[config.mk]
export PLATFORM = sky130hd
export DESIGN_NAME = va_ovc_state_ctrl
export DESIGN_NICKNAME = d
export VERILOG_FILES = /design/src/rtl/va_ovc_state_ctrl.sv
export SDC_FILE = /design/constraint.sdc
export NUM_CORES = 1
export LEC_CHECK = 0
export ABC_AREA = 0
export CORE_ASPECT_RATIO = 2
export CORE_MARGIN = 2
export CORE_UTILIZATION = 23
export CTS_CLUSTER_DIAMETER = 80
export CTS_CLUSTER_SIZE = 10
export DETAILED_ROUTE_END_ITERATION = 8
export SETUP_SLACK_MARGIN = 0.3
export SYNTH_ARGS = -nofsm -noshare
export SYNTH_HDL_FRONTEND = slang
export SYNTH_SLANG_ARGS = --single-unit
[constraint.sdc]
create_clock -name clk -period 4 [get_ports clk]
set_clock_uncertainty 0.2 [all_clocks]
set_input_delay 0.6 -clock clk [delete_from_list [all_inputs] [get_ports clk]]
set_output_delay 0.6 -clock clk [all_outputs]
set_load 0.03 [all_outputs]
[src/rtl/va_ovc_state_ctrl.sv]
// ---------------------------------------------------------------------------
// va_ovc_state_ctrl
//   Output-VC state controller for one router output port. Tracks, for each
//   of the V downstream VCs, the ownership state (IDLE / ACTIVE / DRAIN), the
//   owning input VC, and the downstream credit count. Publishes per-VC
//   availability and credit flags to the VC allocator.
//
// Ports
//   clk            clock, rising edge
//   rstn           asynchronous active-low reset
//   vaGrant        [V]      VA grant per output VC
//   vaGrantOwner   [V*OW]   owner id (inPort*V + inVC) per granted VC
//   flitVld        flit leaves this output port
//   flitVC         [VW]     output VC of that flit
//   flitTail       that flit is a tail
//   creditVld      credit returned from downstream
//   creditVC       [VW]     VC of the returned credit
//   outVCAvailable [V]      1 = VC is IDLE
//   creditAvail    [V]      1 = credit count of that VC is non-zero
//   vcOwner        [V*OW]   registered owner id per VC
//   errFlag        sticky protocol-violation flag
// ---------------------------------------------------------------------------
module va_ovc_state_ctrl #(
  parameter int N         = 5,
  parameter int V         = 4,
  parameter int BUF_DEPTH = 4,
  localparam int OW = $clog2(N * V),
  localparam int VW = (V > 1) ? $clog2(V) : 1,
  localparam int CW = $clog2(BUF_DEPTH + 1)
) (
  input  logic            clk,
  input  logic            rstn,
  input  logic [V-1:0]    vaGrant,
  input  logic [V*OW-1:0] vaGrantOwner,
  input  logic            flitVld,
  input  logic [VW-1:0]   flitVC,
  input  logic            flitTail,
  input  logic            creditVld,
  input  logic [VW-1:0]   creditVC,
  output logic [V-1:0]    outVCAvailable,
  output logic [V-1:0]    creditAvail,
  output logic [V*OW-1:0] vcOwner,
  output logic            errFlag
);

  typedef enum logic [1:0] {
    ST_IDLE   = 2'd0,
    ST_ACTIVE = 2'd1,
    ST_DRAIN  = 2'd2
  } vc_state_t;

  localparam logic [CW-1:0] CNT_FULL = CW'(BUF_DEPTH);

  logic [V-1:0] vc_err;

  genvar gi;
  generate
    for (gi = 0; gi < V; gi++) begin : g_vc
      vc_state_t     state_reg;
      logic [CW-1:0] count_reg;
      logic [CW-1:0] count_next;
      logic [OW-1:0] owner_reg;
      logic          flit_hit;
      logic          credit_hit;
      logic          flit_eff;
      logic          err_next;

      always_comb begin
        flit_hit   = flitVld && (flitVC == VW'(gi));
        credit_hit = creditVld && (creditVC == VW'(gi));
        // Only a flit on an ACTIVE VC consumes a credit; any other flit is
        // a protocol violation and is dropped entirely.
        flit_eff   = flit_hit && (state_reg == ST_ACTIVE);
        count_next = count_reg;
        err_next   = 1'b0;
        if (flit_eff && !credit_hit) begin
          if (count_reg == '0) err_next = 1'b1;
          else                 count_next = count_reg - CW'(1);
        end else if (credit_hit && !flit_eff) begin
          if (count_reg == CNT_FULL) err_next = 1'b1;
          else                       count_next = count_reg + CW'(1);
        end
        if (flit_hit && (state_reg != ST_ACTIVE)) err_next = 1'b1;
        if (vaGrant[gi] && (state_reg != ST_IDLE)) err_next = 1'b1;
      end

      always_ff @(posedge clk or negedge rstn) begin
        if (!rstn) begin
          state_reg <= ST_IDLE;
          count_reg <= CNT_FULL;
          owner_reg <= '0;
        end else begin
          count_reg <= count_next;
          case (state_reg)
            ST_IDLE: begin
              if (vaGrant[gi]) begin
                state_reg <= ST_ACTIVE;
                owner_reg <= vaGrantOwner[gi*OW +: OW];
              end
            end
            ST_ACTIVE: begin
              if (flit_eff && flitTail) state_reg <= ST_DRAIN;
            end
            ST_DRAIN: begin
              // A credit landing this cycle already counts toward the drain.
              if (count_next == CNT_FULL) state_reg <= ST_IDLE;
            end
            default: state_reg <= ST_IDLE;
          endcase
        end
      end

      assign vc_err[gi]                = err_next;
      assign outVCAvailable[gi]        = (state_reg == ST_IDLE);
      assign creditAvail[gi]           = (count_reg != '0);
      assign vcOwner[gi*OW +: OW]      = owner_reg;
    end
  endgenerate

  always_ff @(posedge clk or negedge rstn) begin
    if (!rstn)        errFlag <= 1'b0;
    else if (|vc_err) errFlag <= 1'b1;
  end

endmodule

==> results_dict.tcl <==
set metrics [dict create \
    clock-root-buffer "clkbuf_16" \
    r2r_end "g_vc[2].state_reg[1]" \
    r2r_cells 6 \
    synth_fp_nets 292 \
    placed_area_mm2 0.00320 \
    holdBufCountCts 0 \
    routedWlPerCell_um 14.5 \
    die_w_um 77.2 \
    worst_pin_slew_ns 0.973 \
    clk_latency_ns 0.29 \
    cts_buffers 5 \
    timing_worst_setup_path_type "in2reg" \
    avgSynthCellArea_um2 9.97 \
    first_global_vias 2223 \
    wirelength_um 6420 \
    clk_pin_slew_ns 0.06 \
    fin_setup_tns_ns 0 \
    hpwlAfterDp_um 5000 \
    cp_top_family "simple AND/OR/NAND/NOR gates" \
    largest_reg_flops 20 \
    multi_input_area_mm2 0.00133 \
    status "completed" \
    post_cts_resized 0 \
    p_int_w 0.00140 \
    grt_usage_pct 11.6 \
    cts_num_sinks 41 \
    ioPinCount 62 \
    drt-pass1-iter-count 4 \
    path_cells "clkdlybuf4s50_1 > or3b_1 > or2_1 > or3_1 > a22o_1 > o21a_1 > a221o_1" \
    p_clk_share_pct 18.9 \
    netlist.area_leader.share_pct 37.6 \
    synth_area_mm2 0.00246 \
    avgViaCountPerCell 4.77 \
    fin_area_mm2 0.00336 \
    dp_slack_ns 0.652 \
    arrival_ns 3.03 \
    fmaxAchievable_mhz 327 \
    register_area_mm2 0.00103 \
    worstPathMaxFanout 12 \
    report.final.slew_viol_count 0 \
    final_net_count 350 \
    mostFrequentLayoutCell "clkdlybuf4s50_1" \
    start_util_pct 23.5 \
    grt_pass1_wl_um 10500 \
    antennaDiodeCount 0 \
    die-area_mm2 0.0116 \
    synth_ff_type "dfrtp_1" \
    path_buf_inv 1 \
    rsz0062_at_grt "false" \
    p_leak_nw 1.33 \
    synth-edff-count 0 \
    yosysSeqAreaShare_pct 41.8 \
    yosysWarnings 0 \
    p_sw_w 0.000944 \
    most-common-layout-cells "clkdlybuf4s50_1 (60), dfrtp_1 (37), mux2_2 (20)" \
    period_needed_ns 3.06 \
    cp_slowest_cell "clkdlybuf4s50_1" \
    cts_tree "yes" \
    synthToLayoutAreaGrowth_pct 36.3 \
    start_kind "input port" \
    synthArstFlopShare_pct 100 \
    max-vdd-ir-drop_uv 297 \
    relSlewSlack_pct 35.2 \
    synth_seq_cells 41 \
    finalHoldViolations 0 \
    cts_setup_buffers 0 \
    finalWorstSetupSlack_ns 0.937 \
    grt_max_degree 42 \
    regToRegSetupSlack_ns 1.52 \
    pwr-share-comb_pct 49.3 \
    seqPwrFrac_pct 31.7 \
    final_util_pct 32.0 \
    power_density_mw_per_mm2 697 \
    drtIter0Drc 133 \
    post-synth-top-area-cell "dfrtp_1" \
    switching_share_pct 40.3 \
    grt_antenna_before_repair 0 \
    detail-route-antenna-nets 0 \
    drive_gt1_share_pct 12.7 \
    cp_data_required_time_ns 3.97 \
    io_buffers 61 \
    hold_class "in2async" \
    clockBufferDepth 2 \
    ys_top_cells_by_area "dfrtp_1 (38%), mux2_2 (9.1%), ha_1 (6.1%), dfstp_2 (4.3%), o21ai_0 (3.7%)" \
    drc 0 \
    cp_num_cells 7 \
    htree_levels 2 \
    critical_path.endpoint_type "flop" \
    grt_overflow_total 0 \
    synth_cells 247 \
    place.gp.congestion 0.802 \
    reg2reg_from "g_vc[2].state_reg[1]" \
    rows 53 \
    coreArea_mm2 0.0105 \
    crit_path_max_incr_delay_ns 0.60 \
    maxCapViolCount 0 \
    nFillCells 1137 \
    num_vias 2115 \
    synth.distinct_cells 55 \
    finalCritPeriodShare_pct 76.6 \
    die_y_um 150 \
    setup_viol 0 \
]
==> worst max-delay path by stage <==
stage          startpoint              endpoint
6_report        flitVC[0]  g_vc[2].state_reg[1]
5_1_grt         flitVC[0]  g_vc[2].state_reg[1]
4_1_cts         flitVC[0]  g_vc[2].state_reg[1]
3_5_place_dp    flitVC[0]  g_vc[2].state_reg[1]
3_3_place_gp    flitVC[0]  g_vc[2].state_reg[1]
2_1_floorplan   flitVC[0]  g_vc[2].state_reg[1]
==> synthesized netlist by cell type, types with 4 or more instances <==
| cell | instances |
|---|---|
| a21oi_1 | 5 |
| a311oi_1 | 4 |
| and2_1 | 6 |
| clkbuf_1 | 9 |
| dfrtp_1 | 37 |
| dfstp_2 | 4 |
| ha_1 | 12 |
| inv_1 | 16 |
| mux2_2 | 20 |
| nand2_1 | 11 |
| nand2b_1 | 8 |
| nand3_1 | 5 |
| nand3b_1 | 5 |
| nand4_1 | 7 |
| nor2_1 | 16 |
| nor2b_1 | 6 |
| o21ai_0 | 18 |
| xnor2_1 | 7 |
==> metal layers <==
layer	global-route usage (%)	share of wire (%)	up-vias
met1	11.2	35	1042
met5	0	0	-
met4	5.45	2.1	0
met2	23.3	59	54
met3	1.62	4.1	7
li1	-	-	1012
==> layout make-up <==
class                      instances  area share, %
sequential                        41           30.7
multi-input combinational        180           39.5
clock buffer                       7           4.55
clock inverter                     1          0.261
timing repair buffer              61           18.0
tap                              137           5.11
inverter                          16           1.79
==> power groups by stage <==
| stage | Combinational, W | Clock (W) | Sequential (W) |
|---|---|---|---|
| finish | 0.00115 | 0.000443 | 0.000743 |
| global route | 0.00125 | 0.000478 | 0.000775 |
| CTS | 0.00117 | 0.000464 | 0.000745 |
| detailed placement | 0.00116 | 0 | 0.000752 |
| global placement | 0.00115 | 0 | 0.000743 |
| floorplan | 0.000561 | 0 | 0.000914 |
==> kinds of logic after synthesis <==
logic type	after synthesis	synth area share, %
adders and majority gates	12	6.09
DFF	41	41.8
muxes	21	10.1
and+or+nand+nor	86	20.3
xor gates and xnor gates	7	2.49
buffers and inverters	26	4.27
AOI/OAI and AO/OA	54	14.9
==> through the flow <==
| step | instances | total power (W) | hold WS [ns] |
|---|---|---|---|
| floorplan | 247 | 0.00148 | 0.104 |
| global placement | 435 | 0.00189 | 0.290 |
| detailed placement | 435 | 0.00191 | 0.283 |
| CTS | 443 | 0.00238 | 0.300 |
| global route | 443 | 0.00251 | 0.331 |
| finish | 443 | 0.00234 | 0.260 |
Note: power is estimated with default switching activity, not from simulation.
